## src/rtl/line_fifo_scheduler.sv

```systemverilog
// Streams header/option words from one side's option FIFO to the line solver, re-queues
// surviving words and classifies each full pass over the lines as progress, stuck or solved.
module line_fifo_scheduler #(
    parameter int WORD_W    = 16,
    parameter int MAX_LINES = 11,
    parameter int CNT_W     = 7,
    parameter int IDX_W     = 5
) (
    input  logic                       clk,
    input  logic                       rst,
    input  logic                       start,
    input  logic [3:0]                 num_lines,
    input  logic [IDX_W-1:0]           line_base,
    input  logic [MAX_LINES*CNT_W-1:0] options_amnt,
    input  logic [WORD_W-1:0]          fifo_dout,
    input  logic                       fifo_empty,
    input  logic                       fifo_full,
    output logic                       fifo_rd,
    output logic                       fifo_wr,
    output logic [WORD_W-1:0]          fifo_din,
    output logic [WORD_W-1:0]          solver_option,
    output logic                       solver_valid,
    output logic                       solver_is_hdr,
    input  logic                       solver_ready,
    input  logic                       solver_keep,
    input  logic                       solved,
    output logic                       line_drop,
    output logic [IDX_W-1:0]           drop_idx,
    output logic                       busy,
    output logic                       done,
    output logic                       stuck,
    output logic                       err,
    output logic [7:0]                 pass_count
);

    typedef enum logic [3:0] {
        IDLE, POP_HDR, LAT_HDR, SEND_HDR, POP_OPT, LAT_OPT, SEND_OPT, PASS_END, DONE, STUCK, ERR
    } state_t;

    state_t state_q, state_d;

    logic [WORD_W-1:0] word_q;
    logic [IDX_W-1:0]  hdr_q;
    logic [CNT_W-1:0]  remaining_q;
    logic [3:0]        lines_seen_q;
    logic              progress_q;
    logic              kept_q;
    logic [7:0]        pass_q;

    logic [WORD_W-1:0] local_idx;
    logic              hdr_bad;
    logic [CNT_W-1:0]  line_count;
    logic              hs_hdr, hs_opt, last_opt, last_line;

    // Header validation is done on the full word so out-of-range upper bits are caught too.
    assign local_idx = fifo_dout - WORD_W'(line_base);
    assign hdr_bad   = (fifo_dout < WORD_W'(line_base)) || (local_idx >= WORD_W'(num_lines));

    // NOTE: every signal written in an always_comb gets a default first so no latch is inferred.
    always_comb begin
        line_count = '0;
        for (int k = 0; k < MAX_LINES; k++) begin
            if (local_idx == WORD_W'(k)) line_count = options_amnt[k*CNT_W +: CNT_W];
        end
    end

    assign solver_valid  = ((state_q == SEND_HDR) || (state_q == SEND_OPT)) && !fifo_full;
    assign solver_is_hdr = (state_q == SEND_HDR);
    assign solver_option = word_q;
    assign hs_hdr        = (state_q == SEND_HDR) && solver_valid && solver_ready;
    assign hs_opt        = (state_q == SEND_OPT) && solver_valid && solver_ready;
    assign last_opt      = (remaining_q == CNT_W'(1));
    assign last_line     = ((lines_seen_q + 4'd1) == num_lines);

    assign fifo_rd    = ((state_q == POP_HDR) && !solved && !fifo_empty) ||
                        ((state_q == POP_OPT) && !fifo_empty);
    assign fifo_wr    = hs_hdr || (hs_opt && solver_keep);
    assign fifo_din   = word_q;
    assign line_drop  = hs_opt && !solver_keep;
    assign drop_idx   = hdr_q;
    assign busy       = !(state_q inside {IDLE, DONE, STUCK, ERR});
    assign done       = (state_q == DONE);
    assign stuck      = (state_q == STUCK);
    assign err        = (state_q == ERR);
    assign pass_count = pass_q;

    always_comb begin
        state_d = state_q;
        case (state_q)
            IDLE:     if (start) state_d = POP_HDR;
            POP_HDR: begin
                if (solved)           state_d = DONE;
                else if (!fifo_empty) state_d = LAT_HDR;
            end
            LAT_HDR:  state_d = (hdr_bad || line_count == '0) ? ERR : SEND_HDR;
            SEND_HDR: if (hs_hdr) state_d = POP_OPT;
            POP_OPT:  if (!fifo_empty) state_d = LAT_OPT;
            LAT_OPT:  state_d = SEND_OPT;
            SEND_OPT: begin
                if (hs_opt) begin
                    if (!last_opt)                    state_d = POP_OPT;
                    else if (!kept_q && !solver_keep) state_d = ERR;
                    else if (last_line)               state_d = PASS_END;
                    else                              state_d = POP_HDR;
                end
            end
            PASS_END: begin
                if (solved)           state_d = DONE;
                else if (!progress_q) state_d = STUCK;
                else                  state_d = POP_HDR;
            end
            default:  state_d = state_q;
        endcase
    end

    // NOTE: sequential state uses non-blocking assignments so all registers update together.
    always_ff @(posedge clk or posedge rst) begin
        if (rst) state_q <= IDLE;
        else     state_q <= state_d;
    end

    always_ff @(posedge clk or posedge rst) begin
        if (rst) begin
            word_q       <= '0;
            hdr_q        <= '0;
            remaining_q  <= '0;
            lines_seen_q <= '0;
            progress_q   <= 1'b0;
            kept_q       <= 1'b0;
            pass_q       <= '0;
        end else begin
            case (state_q)
                IDLE: begin
                    if (start) begin
                        lines_seen_q <= '0;
                        progress_q   <= 1'b0;
                        pass_q       <= '0;
                    end
                end
                LAT_HDR: begin
                    word_q      <= fifo_dout;
                    hdr_q       <= fifo_dout[IDX_W-1:0];
                    remaining_q <= line_count;
                    kept_q      <= 1'b0;
                end
                LAT_OPT: word_q <= fifo_dout;
                SEND_OPT: begin
                    if (hs_opt) begin
                        remaining_q <= remaining_q - CNT_W'(1);
                        if (solver_keep) kept_q     <= 1'b1;
                        else             progress_q <= 1'b1;
                        if (last_opt) lines_seen_q <= lines_seen_q + 4'd1;
                    end
                end
                PASS_END: begin
                    if (!solved && progress_q) begin
                        if (pass_q != 8'hFF) pass_q <= pass_q + 8'd1;
                        progress_q   <= 1'b0;
                        lines_seen_q <= '0;
                    end
                end
                default: ;
            endcase
        end
    end

endmodule

```

## config.mk

```make
export PLATFORM = sky130hd
export DESIGN_NAME = line_fifo_scheduler
export DESIGN_NICKNAME = d
export VERILOG_FILES = /design/src/rtl/line_fifo_scheduler.sv
export SDC_FILE = /design/constraint.sdc
export NUM_CORES = 1
export LEC_CHECK = 0
export CAP_MARGIN = 20
export CORE_ASPECT_RATIO = 0.6
export CORE_MARGIN = 2
export CORE_UTILIZATION = 40
export CTS_CLUSTER_SIZE = 40
export DETAILED_ROUTE_END_ITERATION = 10
export PLACE_DENSITY = 0.79
export SKIP_CTS_REPAIR_TIMING = 1
export SLEW_MARGIN = 20
export SYNTH_ARGS = -nofsm -noshare
export SYNTH_HDL_FRONTEND = slang
export SYNTH_SLANG_ARGS = --single-unit
```

## constraint.sdc

```tcl
create_clock -name clk -period 2.2 [get_ports clk]
set_input_delay 0.33 -clock clk [delete_from_list [all_inputs] [get_ports clk]]
set_output_delay 0.33 -clock clk [all_outputs]
set_load 0.02 [all_outputs]
```

Yosys cells after proc, flatten, opt, wreduce, memory -nomap -nowiden:

Cells that the tools add are included.

* register bits: 46
* input bits: 110
* logic and storage cells: 128

* add/subtract/negate cells: 4
* order comparisons: 2
* equality and inequality tests: 33
* multiplexer cells: 43
* reduce and logical (&&, ||, !) cells: 38

Operator list (number)
* 2-to-1 mux 7 bit: 12
* equality test 16 x 3 -> 1 bit (second input constant): 4
* 2-to-1 mux 4 bit: 15
* equality test 16 x 4 -> 1 bit (second input constant): 3
* equality test 16 x 2 -> 1 bit (second input constant): 2
* one-hot mux 4 bit (8 select lines): 1
* 2-to-1 mux 8 bit: 3
* equality test 16 x 1 -> 1 bit (second input constant): 1
* equality test 4 x 3 -> 1 bit (second input constant): 4
* greater-or-equal comparator 16 x 4 -> 1 bit: 1
* zero test 16 bit: 1
* < comparator 16 x 5 -> 1 bit: 1
* inequality test 2 bit (second input constant): 8
* one-hot mux 8 bit (2 select lines): 1
* subtractor 16 x 5 -> 16 bit: 1
* one-hot mux 7 bit (2 select lines): 1
* equality test 4 bit (second input constant): 3
* logical AND 1 bit: 12
* one-hot mux 4 bit (3 select lines): 1
* AND reduction 5 bit: 2
* adder 8 x 1 -> 8 bit (second input constant): 1
* equality test 4 x 2 -> 1 bit (second input constant): 2
* inequality test 8 bit (second input constant): 1
* nonzero test 8 bit: 1
* other kinds (23): 38

Longest topological paths before layout:

Gate-level depths: netlist of the first run.

* depth after elaboration: 17
* gate-level depth with buffers: 13
* depth with buffers taken out: 12

Least setup slack after synthesis of the first run:

No wires, ideal clock.

* kind: input -> register
* start point: input fifo_dout[0]
* end point: register state_q[0]
* setup time: 118 ps
* arrival: 3013 ps
* required time: 2082 ps
* path slack: -931 ps
* cell stages on the path: 13
* cell sequence: inv_1 ha_1 fa_1 xor2_1 inv_2 buf_2 and3_1 a311oi_1 nor3_1 a311oi_1 nand4b_1 or4_1 a21o_1

* longest elaborated chain between the ends: 17
* elaborated cells between the ends (all ways): 30
* classes of those cells: add/sub (1); order compare (2); eq/ne (10); mux (13); reduce/logical (4)

Ends and longest elaborated chain
* start, declared: RTL line 15 `input logic [WORD_W-1:0] fifo_dout,`
* subtractor 16 x 5 -> 16 bit: RTL line 56 `assign local_idx = fifo_dout - WORD_W'(line_base);`
* zero test 16 bit: RTL line 63 `if (local_idx == WORD_W'(k)) line_count = options_amnt[k*CNT_W +: CNT_W];`
* 2-to-1 mux 7 bit (11 in series): RTL line 63
* zero test 7 bit: RTL line 95 `LAT_HDR: state_d = (hdr_bad || line_count == '0) ? ERR : SEND_HDR;`
* logical OR 1 bit *: RTL line 95
* 2-to-1 mux 4 bit *: RTL line 95
* one-hot mux 4 bit (8 select lines) *: RTL line 89 `case (state_q)`
* end signal, assigned: RTL line 119 `else state_q <= state_d;`
* end, declared: RTL line 40 `state_t state_q, state_d;`

Every way passes the cells marked *; elsewhere a longest branch is shown, timed or not.
A chain may end at the register's enable or synchronous reset.

Worst setup path after layout of the first run:

* start point: input fifo_dout[1]
* end point: register remaining_q[3]

* longest elaborated chain between the ends: 14
* elaborated cells between the ends (all ways): 24
* classes of those cells: add/sub (1); eq/ne (10); mux (12); reduce/logical (1)

Ends and longest elaborated chain
* subtractor 16 x 5 -> 16 bit *: RTL line 56
* zero test 16 bit: RTL line 63
* 2-to-1 mux 7 bit (10 in series): RTL line 63
* 2-to-1 mux 7 bit *: RTL line 63
* one-hot mux 7 bit (2 select lines) *: RTL line 132 `case (state_q)`
* end signal, assigned: RTL line 143 `remaining_q <= line_count;`
* end signal, assigned: RTL line 149 `remaining_q <= remaining_q - CNT_W'(1);`
* end, declared: RTL line 44 `logic [CNT_W-1:0] remaining_q;`

Marked as above.

==> results list, run 1 <==
- At the end of the flow, the number of nets in the layout was 848.
- Share of synthesized flip-flops with an asynchronous set or reset: 100%
* Insertion delay of the later-clocked pin in the worst-skew pair: 300 ps
- After synthesis the netlist holds a flip-flop and latch count of 46.
* Overall routed net length: 15600 um
* Port-buffer cells: 163
* Final-report setup violation count: 9
- Sequential elements use 29.1% of the synthesized area.
- Total power per unit cell area: 864 nW/um^2
* Die Outline Area: 10700 um^2
- The H-tree was split into 2 levels.
- IR analysis of the VDD net gives a maximum drop of 0.782 mV.
- Violated checks: negative setup slack
- Antenna Violating Nets Remaining: 0
- Global routing used 27.3% of the available tracks.
* Core footprint: 9740 um^2
- The final count of pins violating max slew was 0.
* Crit Path Max Fanout: 4
* Via count of the first global-routing pass: 4655
- Final Worst Setup Slack: -694 ps
* Family of cells with the greatest summed delay on the critical path: simple AND/OR/NAND/NOR gates
- Number of sinks handled by clock tree synthesis: 46
- After synthesis, the netlist uses 67 different library cells.
- The setup path with the least slack is of type in -> reg.
- The cell area that synthesis handed to floorplanning was 3950 um^2.
- TritonCTS built the clock tree.
- Slowest stage delay, CP: 530 ps
* Crit path DAT: 3100 ps
* RSZ-0062 raised after global routing: true
- Max-cap violations in this run came to 0.
- The worst setup path is captured at a register.
* Average footprint of a synthesized cell: 8.25 um^2
* Clock buffers created by TritonCTS: 5
* Final period util: 132%
- Remaining global-route overflow: 0
- Pin placement for this block handled 164 I/O pins.
* Total instance count after detailed placement: 841
- Minimum clock period: 2890 ps
* Final number of hold-violating endpoints: 0
- The worst pin sits at a relative slew slack of 61.4%.
- From left edge to right edge, the die measures 132 um.
- In this run the most used layer during global routing was met2.
* Met1 Resource Use GR: 39.1%
- Post-synth EDFFs: 0
- Detailed placement finished with a half-perimeter wire length of 12000 um.
- Chip Height: 81.0 um
- The number of antenna diodes in the final layout is 0.
- Via count: 4876
* Cell breakdown of the critical path: buf_8, buf_6, ha_4, and3b_4, o21a_4, o21a_4, or4b_1, and3_4, or4_4, or2_1, a211oi_2
* DRC violations left: 0
- For the worst setup path, the data required time is 2400 ps.
- Pre-Repair DR Iteration Count: 6
- The congestion estimate from routability-driven global placement came to 0.918.
* Non-Filler Instances: 859
- Avg WL per Cell: 18.1 um
* Final hold slack: 342 ps
* Syn nets: 604
* Library cell used as clock root buffer: sky130_fd_sc_hd__clkbuf_16
* Worst slew pin tran: 575 ps
- No sink is reached through more buffers than the 2 on the longest clock path.
* Most used flip-flop cell after synthesis: sky130_fd_sc_hd__dfrtp_1
- Counting stages on the worst path, the most repeated cell is sky130_fd_sc_hd__o21a_4.
- On the critical path, the stage with the largest delay is an instance of sky130_fd_sc_hd__or4b_1.
- Path category of the worst min-delay check: in -> reg
- Pin count of the biggest net entering global routing: 28
- From synthesis to final layout, the design area changed by 79.7%.
- Starting DRT DRC Count: 561
* Starting density of the core: 40.6%
- Number of antenna violations at the first check in global routing: 0
* Critical path launch point type: input port
- Buffers & Inverters on Critical Path: 2
- First-pass GRT wire length: 23300 um
* Fraction of layout instances using a drive strength above 1: 32.3%
- Fmax achieved: 346 MHz
- After detailed routing, the number of vias per cell comes to 5.68.
- Met2 track demand over resource: 42.3%
- Yosys warns: 0
- Global Route met3 Usage: 6.18%
- Clock-pin slew was measured on the worst setup and hold paths at 60 ps.
* Clock tree skew after final layout: 5.36 ps
- Status: finished with violations
- For this design the static power due to leakage is 3.17 nW.
- The initialized floorplan defines 28 standard-cell rows.
- Synthesized instance count: 479
==> stage by stage <==
step,setup TNS (ps),area (um^2),utilization [%],setup WS [ps],power [mW]
6_report,-4540,7100,72.9,-694,6.14
5_1_grt,-5190,7100,72.9,-744,6.45
4_1_cts,-11240,6640,68.1,-1240,5.88
3_5_place_dp,-13820,6470,66.4,-1540,5.01
3_3_place_gp,-12910,6470,66.4,-1450,4.92
2_1_floorplan,-3510,4080,-,-677,3.40
==> cell families after synthesis <==
logic type      Yosys count  share of synthesized area [%]
simple gates            177                           22.8
compound gates          137                           23.1
buf+inv                  60                           7.29
flops                    46                           29.1
mux                      37                           10.8
fa+ha+maj                15                           4.94
xor+xnor                  7                           1.90
==> where the power goes <==
| group | leakage, nW | switching (mW) | internal (mW) |
|---|---|---|---|
| clock network | 0.0832 | 0.332 | 0.515 |
| logic | 2.51 | 1.90 | 1.98 |
| registers | 0.577 | 0.264 | 1.14 |
==> per-layer routing <==
layer | up-vias | part of all wire (%) | routed length, um
met5 | - | 0 | 0
met3 | 22 | 7.8 | 1210
li1 | 2253 | - | -
met4 | 0 | 1.0 | 162
met1 | 2382 | 47 | 7250
met2 | 219 | 45 | 6950
==> flip-flops by register name, indices dropped and copies added (netlist names) <==
name,count
drop_idx,5
fifo_din,16
kept_q,1
lines_seen_q,4
pass_count,8
progress_q,1
remaining_q,7
state_q,4
==> path summary, 6_finish.rpt <==
check | start | to | slack, ps | cells past startpoint
max | fifo_dout[1] | remaining_q[3]$_DFFE_PP0P_ | -690 | 11
min | fifo_dout[2] | fifo_din[2]$_DFFE_PP0P_ | 340 | 2
max reg2reg | state_q[0]$_DFFE_PP0P_ | remaining_q[6]$_DFFE_PP0P_ | -50 | 9
min reg2reg | drop_idx[3]$_DFFE_PP0P_ | drop_idx[3]$_DFFE_PP0P_ | 510 | 1
max in group asynchronous | rst | state_q[2]$_DFFE_PP0P_ | 1310 | 3
min in group asynchronous | rst | fifo_din[13]$_DFFE_PP0P_ | 370 | 2
==> cells in the mapped netlist (11+ instances only) <==
master                     instances  area share (%)
sky130_fd_sc_hd__nand3_1          20             2.5
sky130_fd_sc_hd__nor3_1           17             2.2
sky130_fd_sc_hd__nand2_1          33             3.1
sky130_fd_sc_hd__inv_1            23             2.2
sky130_fd_sc_hd__ha_1             14             4.4
sky130_fd_sc_hd__o21ai_0          44             5.6
sky130_fd_sc_hd__mux2i_1          11             2.8
sky130_fd_sc_hd__buf_4            16             3.0
sky130_fd_sc_hd__clkbuf_1         17             1.6
sky130_fd_sc_hd__dfrtp_1          46              29
sky130_fd_sc_hd__mux2_2           24             6.8
sky130_fd_sc_hd__nor2_1           45             4.3
sky130_fd_sc_hd__a21oi_1          25             3.2
==> layout by cell type, fill, tap and decap left out, drive strengths merged, types with 3 or more instances in the layout <==
master	n
xnor2	3
nor4	8
o22ai	5
a31oi	3
a21oi	25
mux2i	11
a221oi	4
dlymetal6s2s	15
and3	8
inv	24
clkbuf	12
dfrtp	46
a211oi	3
o21ai	44
o31ai	4
a22o	3
a21o	10
nor2b	7
nand2b	10
mux2	24
o21ba	3
o21a	4
nor3	18
or3	7
o221ai	3
clkdlybuf4s50	139
o2111ai	3
nand3	20
xor2	3
nand2	33
nand4	5
or4	6
a311oi	7
buf	115
ha	14
nor2	45
==> area by class of cell <==
cell class	instances	area [um^2]
inverter	24	113
clock buffer	8	166
sequential	46	1150
tap	135	169
multi-input combinational	373	2940
timing repair buffer	273	2550
fill	724	2640
(Power assumes the default switching activity.)
==> run 2, diff against run 1 <==
GPL_TIMING_DRIVEN = 0   (was default)
==> results list, run 2 (synthesized netlist as in run 1, its figures left out) <==
- The total track usage came to 25.1% (was 27.3%).
- Port-buffer cells: 163 (unchanged)
* Relative max-transition margin: 56.5% (was 61.4%)
- Fraction of layout instances using a drive strength above 1: 26.0% (was 32.3%)
- The initial core utilization was 40.6% (unchanged).
* Filler Cell Count: 770 (was 724)
- Number of rows created at floorplan: 28 (unchanged)
- The path category of the worst min-delay check was in -> reg (unchanged).
* Total power per unit cell area: 931 nW/um^2 (was 864 nW/um^2)
* Post-placement cell area: 5900 um^2 (was 6470 um^2)
- Critical Path Slowest Stage Cell: sky130_fd_sc_hd__fa_2 (was sky130_fd_sc_hd__or4b_1)
- The final critical-path share of the clock period was 133% (was 132%).
* Cell breakdown of the critical path: buf_12, inv_12, ha_4, fa_2, xor2_4, buf_4, clkbuf_2, a311oi_2, nor3_1, a311oi_1, nand4b_1, or4_4, a21o_1 (was buf_8, buf_6, ha_4, and3b_4, o21a_4, o21a_4, or4b_1, and3_4, or4_4, or2_1, a211oi_2)
* Number of diodes: 0 (unchanged)
- The sum of met2 wire segment lengths after detailed routing is 6350 um (was 6950 um).
* Violated checks: negative setup slack (unchanged)
- Fmax achieved: 341 MHz (was 346 MHz)
- DRC violations left: 0 (unchanged)
- The weighted congestion reported at the end of routability-driven placement came to 0.966 (was 0.918).
- Maximum buffer depth of the clock tree: 2 (unchanged)
- Leading cell types in the layout, fill and taps excluded: 141 x sky130_fd_sc_hd__clkdlybuf4s50_1, 43 x sky130_fd_sc_hd__dfrtp_1, 41 x sky130_fd_sc_hd__o21ai_0 (was 139 x sky130_fd_sc_hd__clkdlybuf4s50_1, 103 x sky130_fd_sc_hd__buf_4, 43 x sky130_fd_sc_hd__dfrtp_1)
* Flip-flop count of the largest register, all copies and words added: 16 (unchanged)
* Metal1 wirelength: 6390 um (was 7250 um)
- Worst setup path start: fifo_dout[0] (was fifo_dout[1])
- The number of vias per cell after detailed routing is 5.79 (was 5.68).
- The layout overhead on the synthesized area was 67.7% (was 79.7%).
- Library cell used as clock root buffer: sky130_fd_sc_hd__clkbuf_16 (unchanged)
* Avg WL per Cell: 17.9 um (was 18.1 um)
- RSZ-0062 raised after global routing: true (unchanged)
- Via count: 4678 (was 4876)
- Status: finished with violations (unchanged).
- The data arrival time of the worst path was 3130 ps (was 3100 ps).
* Remaining global-route overflow: 0 (unchanged)
- The commonest non-fill, non-tap cell in the layout is sky130_fd_sc_hd__clkdlybuf4s50_1 (unchanged).
- The leakage power came to 2.86 nW (was 3.17 nW).
* DPL Wire Length: 10700 um (was 12000 um)
- The endpoint kind of the worst setup timing path is a register (unchanged).
* Number of sinks handled by clock tree synthesis: 46 (unchanged)
- The CTS clock-pin slew for the worst setup and hold paths is 70 ps (was 60 ps).
* Final Worst Setup Slack: -736 ps (was -694 ps)
- The worst supply voltage drop on vdd is 0.830 mV (was 0.782 mV).
- The count of max-cap constraint violations was 0 (unchanged).
* Destination of the critical timing path: state_q[0]$_DFFE_PP0P_ (was remaining_q[3]$_DFFE_PP0P_)
- The clock period minus worst slack was 2940 ps (was 2890 ps).
- The utilization after layout was 68.0% (was 72.9%).
- Final non-filler cell area: 6620 um^2 (was 7100 um^2)
- Multi-input logic area: 2840 um^2 (was 2940 um^2)
* Antenna Violating Nets Remaining: 0 (unchanged)
- Final number of hold-violating endpoints: 0 (unchanged)
- Core footprint: 9740 um^2 (unchanged)
- Starting DRT DRC Count: 398 (was 561)
- The reg-to-reg startpoint was state_q[1]$_DFFE_PP0P_ (was state_q[0]$_DFFE_PP0P_).
* Total power after layout: 6.16 mW (was 6.14 mW)
* Register area: 1150 um^2 (unchanged)
* Chip Height: 81.0 um (unchanged)
- The number of antenna violations at the first check in global routing is 0 (unchanged).
- RR Endpoint: remaining_q[3]$_DFFE_PP0P_ (was remaining_q[6]$_DFFE_PP0P_)
- The number of global-route vias before repair was 4362 (was 4655).
* Pin count of the biggest net entering global routing: 30 (was 28)
- Worst slew pin tran: 647 ps (was 575 ps)
- The worst stage delay on the critical path is 440 ps (was 530 ps).
- The critical path class is in -> reg (unchanged).
* Required time worst endpoint: 2390 ps (was 2400 ps)
- The number of detailed-route iterations in the first pass was 5 (was 6).
- The top routing layer in use was met4 (unchanged).
* Total count of max-transition violations in the final report: 0 (unchanged)
- Die Outline Area: 10700 um^2 (unchanged)
- The number of failing setup endpoints in the final timing report came to 10 (was 9).
* Crit Path Max Fanout: 10 (was 4)
- CTS tree: built (unchanged)
- The worst-skew pair later-pin latency is 290 ps (was 300 ps).
- Top Ports: 164 (unchanged)
- Flop2flop setup slack: -170 ps (was -50 ps)
* First-pass GRT wire length: 21500 um (was 23300 um)
- The total length of routed wires is 14400 um (was 15600 um).
- Total number of H-tree levels: 2 (unchanged)
- Final net count: 797 (was 848)
* Number of cells traversed by the worst register-to-register path: 9 (unchanged)
* Clock buffers created by TritonCTS: 5 (unchanged)
- The routed length on met3 came to 1420 um (was 1210 um).
- Die width: 132 um (unchanged)
- Clock tree skew after final layout: 4.66 ps (was 5.36 ps)
* Critical path launch point type: input port (unchanged)
==> run 2: changes by cell type in the layout (fill, tap and decap cells not counted), sizes merged <==
cell           delta
clkbuf            +8
clkdlybuf4s50     +2
bufinv            +2
buf              -61
dlymetal6s2s      -2
==> run 2: critical path, delay by kind of cell <==
| family | cells | cell delay (ps) |
|---|---|---|
| AND/OR/NAND/NOR | 3 | 670 |
| XOR/XNOR | 1 | 190 |
| adder cells (fa/ha/maj) | 2 | 580 |
| AO/OA/AOI/OAI | 3 | 850 |
| buffers and inverters | 4 | 510 |
==> run 2: how the worst min path moves through the flow <==
stage | start | to | slack, ps | depth (start not counted)
finish | fifo_dout[2] | drop_idx[2]$_DFFE_PP0P_ | 290 | 2
global route | fifo_dout[2] | fifo_din[2]$_DFFE_PP0P_ | 290 | 2
CTS | rst | fifo_din[13]$_DFFE_PP0P_ | 350 | 2
detailed placement | drop_idx[4]$_DFFE_PP0P_ | drop_idx[4]$_DFFE_PP0P_ | 500 | 1
global placement | drop_idx[3]$_DFFE_PP0P_ | drop_idx[3]$_DFFE_PP0P_ | 490 | 1
floorplan | remaining_q[5]$_DFFE_PP0P_ | remaining_q[5]$_DFFE_PP0P_ | 480 | 2
==> run 2: metal layers <==
metal / vias to the layer above / GRT usage [%]
li1: 2156 / -
met1: 2236 / 34.3
met2: 252 / 39.3
met3: 34 / 7.74
met4: 0 / 5.38
met5: - / 0
==> run 2: power by group <==
group | leakage (nW) | total, mW | internal [mW] | switching [mW]
logic | 2.19 | 3.73 | 1.87 | 1.86
clock network | 0.0971 | 1.03 | 0.683 | 0.347
registers | 0.577 | 1.40 | 1.14 | 0.260
total | 2.86 | 6.16 | 3.70 | 2.47
==> run 2: cell type report <==
type | instances | area share, %
Clock inverter | 2 | 0.907
Multi-Input combinational cell | 373 | 42.9
Tap cell | 135 | 2.55
Buffer | 34 | 3.95
Inverter | 24 | 1.78
Sequential cell | 46 | 17.4
Timing Repair Buffer | 188 | 28.4
Clock buffer | 6 | 2.10
==> run 2: per-stage QoR <==
stage                     setup TNS, ps  instances  setup slack [ps]  hold slack (ps)
after CTS                        -21120        786             -1500              353
after detailed placement         -22950        778             -1800              503
after global routing              -5150        808              -793              286
final                             -4400        808              -736              288
after floorplan                   -3510        479              -677              481
after global placement           -29410        777             -1800              490
==> run 3, diff against run 2 <==
CORE_UTILIZATION = 41   (was 40)
CTS_BUF_LIST = sky130_fd_sc_hd__clkbuf_4 sky130_fd_sc_hd__clkbuf_8   (was default)
PLACE_DENSITY = 0.8   (was 0.79)
==> results list, run 3 (synthesized netlist as in run 1, its figures left out) <==
- Path category of the worst min-delay check: in -> reg (unchanged)
* Fraction of layout instances using a drive strength above 1: 26.1% (was 26.0%)
- The data arrival time of the worst path came to 3190 ps (was 3130 ps).
* Antenna Violating Nets Remaining: 0 (unchanged)
- Clock-pin slew on the worst setup and hold paths: 90 ps (was 70 ps)
* Insertion delay of the later-clocked pin in the worst-skew pair: 310 ps (was 290 ps)
* Starting DRT DRC Count: 472 (was 398)
- Final-report setup violation count: 13 (was 10)
* Flip-flop count of the largest register, all copies and words added: 16 (unchanged)
- Family of cells with the greatest summed delay on the critical path: compound AO/OA/AOI/OAI gates (unchanged)
- The leakage power came to 2.83 nW (was 2.86 nW).
* Total instance count after detailed placement: 773 (was 778)
* Non-Filler Instances: 812 (was 808)
- The first-pass GRT wire length was 22000 um (was 21500 um).
* Worst setup path class: in -> reg (unchanged)
- The TritonCTS clock tree is built (unchanged).
- The setup skew after layout is 12.1 ps (was 4.66 ps).
* Avg WL per Cell: 18.1 um (was 17.9 um)
* Buffers & Inverters on Critical Path: 4 (unchanged)
- Top Ports: 164 (unchanged)
- Slowest stage delay, CP: 550 ps (was 440 ps)
- Total count of max-transition violations in the final report: 0 (unchanged)
- Cell breakdown of the critical path: buf_12, inv_12, ha_4, fa_2, xor2_4, buf_4, clkbuf_2, o21ai_0, a211oi_1, o31a_1, or4_4, a21o_1 (was buf_12, inv_12, ha_4, fa_2, xor2_4, buf_4, clkbuf_2, a311oi_2, nor3_1, a311oi_1, nand4b_1, or4_4, a21o_1)
- Critical path launch point type: input port (unchanged)
- The total track usage came to 26.7% (was 25.1%).
* Via/cell ratio: 5.74 (was 5.79)
* Relative max-transition margin: 59.6% (was 56.5%)
* Fmax achieved: 336 MHz (was 341 MHz)
- The TritonCTS buffer count came to 5 (unchanged).
- The x dimension of the die came to 131 um (was 132 um).
* Worst slew pin tran: 601 ps (was 647 ps)
* Via count of the first global-routing pass: 4398 (was 4362)
- Die Outline Area: 10500 um^2 (was 10700 um^2)
- Required time worst endpoint: 2410 ps (was 2390 ps)
- The utilization after layout was 71.1% (was 68.0%).
- DRC violations left: 0 (unchanged)
- Library cell used as clock root buffer: sky130_fd_sc_hd__clkbuf_8 (was sky130_fd_sc_hd__clkbuf_16)
- RSZ-0062 raised after global routing: true (unchanged).
- Via count: 4663 (was 4678)
* Critical Path Slowest Stage Cell: sky130_fd_sc_hd__or4_4 (was sky130_fd_sc_hd__fa_2)
* Pin count of the biggest net entering global routing: 25 (was 30)
- The weighted congestion reported at the end of routability-driven placement is 0.952 (was 0.966).
* Total number of H-tree levels: 2 (unchanged)
* Violated checks: negative setup slack (unchanged)
- The number of port buffers is 163 (unchanged).
- The buffer levels on the longest clock path came to 2 (unchanged).
- The final layout net count was 805 (was 797).
- Critical Path Sink Type: register (unchanged)
* Number of rows created at floorplan: 27 (was 28)
- Starting density of the core: 42.7% (was 40.6%)
- Status: finished with violations (unchanged)
- Final period util: 135% (was 133%)
- Remaining global-route overflow: 0 (unchanged)
- The count of max-cap constraint violations is 0 (unchanged).
- Leading cell types in the layout, fill and taps excluded: 146 x sky130_fd_sc_hd__clkdlybuf4s50_1, 48 x sky130_fd_sc_hd__buf_4, 45 x sky130_fd_sc_hd__dfrtp_1 (was 141 x sky130_fd_sc_hd__clkdlybuf4s50_1, 43 x sky130_fd_sc_hd__dfrtp_1, 41 x sky130_fd_sc_hd__o21ai_0).
- The area inside the core boundary was 9260 um^2 (was 9740 um^2).
* Number of antenna violations at the first check in global routing: 1 (was 0)
* Minimum clock period: 2970 ps (was 2940 ps)
- The worst setup slack after layout came to -773 ps (was -736 ps).
- The post-DP HPWL is 10800 um (was 10700 um).
- The worst supply voltage drop on vdd was 0.953 mV (was 0.830 mV).
- The final number of hold-violating endpoints was 0 (unchanged).
- The post-placement worst setup slack was -1920 ps (was -1800 ps).
* Signed area change from the synthesized netlist to the final layout: 66.6% (was 67.7%)
* Most common cell after layout, fill and taps aside: sky130_fd_sc_hd__clkdlybuf4s50_1 (unchanged)
- The number of clock sinks seen by CTS is 46 (unchanged).
- Overall routed net length: 14700 um (was 14400 um)
- The peak fanout along the critical path was 10 (unchanged).
- Total power per unit cell area: 904 nW/um^2 (was 931 nW/um^2)
* Pre-Repair DR Iteration Count: 5 (unchanged)
- Chip Height: 80.0 um (was 81.0 um)
[run 3: changes by cell type in the layout (fill, tap and decap cells not counted), moves of 3 or more]
cell                              before  now
sky130_fd_sc_hd__clkbuf_2              7   13
sky130_fd_sc_hd__clkbuf_16             5    1
sky130_fd_sc_hd__clkbuf_4              5    2
sky130_fd_sc_hd__clkdlybuf4s50_1     141  146
sky130_fd_sc_hd__inv_2                 5    8
sky130_fd_sc_hd__clkbuf_8              1    6
sky130_fd_sc_hd__buf_4                40   48
sky130_fd_sc_hd__buf_6                 6    2
sky130_fd_sc_hd__dlymetal6s2s_1       13    9
sky130_fd_sc_hd__buf_12                4    1
[run 3: final timing paths]
check | from | end | slack, ps | cells after the start
worst max-delay path | fifo_dout[0] | state_q[0]$_DFFE_PP0P_ | -770 | 12
worst min-delay path | fifo_dout[2] | fifo_din[2]$_DFFE_PP0P_ | 350 | 2
worst max register to register | state_q[1]$_DFFE_PP0P_ | remaining_q[2]$_DFFE_PP0P_ | -250 | 8
worst min register to register | drop_idx[4]$_DFFE_PP0P_ | drop_idx[4]$_DFFE_PP0P_ | 530 | 1
max in group asynchronous | rst | fifo_din[5]$_DFFE_PP0P_ | 1300 | 3
min in group asynchronous | rst | pass_count[1]$_DFFE_PP0P_ | 390 | 2
[run 3: area by class of cell]
type / count / area, um^2
Antenna cell: 1 / 2.50
Buffer: 34 / 249
Clock buffer: 6 / 82.6
Clock inverter: 2 / 60.1
Fill cell: 694 / 2670
Inverter: 24 / 113
Multi-Input combinational cell: 373 / 2840
Sequential cell: 46 / 1150
Tap cell: 130 / 163
Timing Repair Buffer: 196 / 1920
[run 3: power by group]
part	leakage [nW]	internal, mW	total, mW	switching, mW
combinational	2.18	1.89	3.76	1.87
clock	0.0714	0.485	0.794	0.309
sequential	0.580	1.14	1.40	0.261
[run 3: layer usage]
layer / vias to the layer above / wire, um / track usage [%]
li1: 2168 / - / -
met1: 2210 / 6590 / 38.6
met2: 261 / 6420 / 40.1
met3: 24 / 1520 / 8.04
met4: 0 / 148 / 3.40
met5: - / 0 / 0
[run 3: per-stage QoR]
step	hold WS (ps)	TNS (ps)	power, mW	cell area (um^2)
detailed placement	503	-23360	4.80	5900
floorplan	481	-3510	3.40	4080
finish	352	-5950	5.95	6580
global route	343	-7330	6.28	6580
CTS	409	-22320	5.61	6050
global placement	490	-28930	4.73	5880
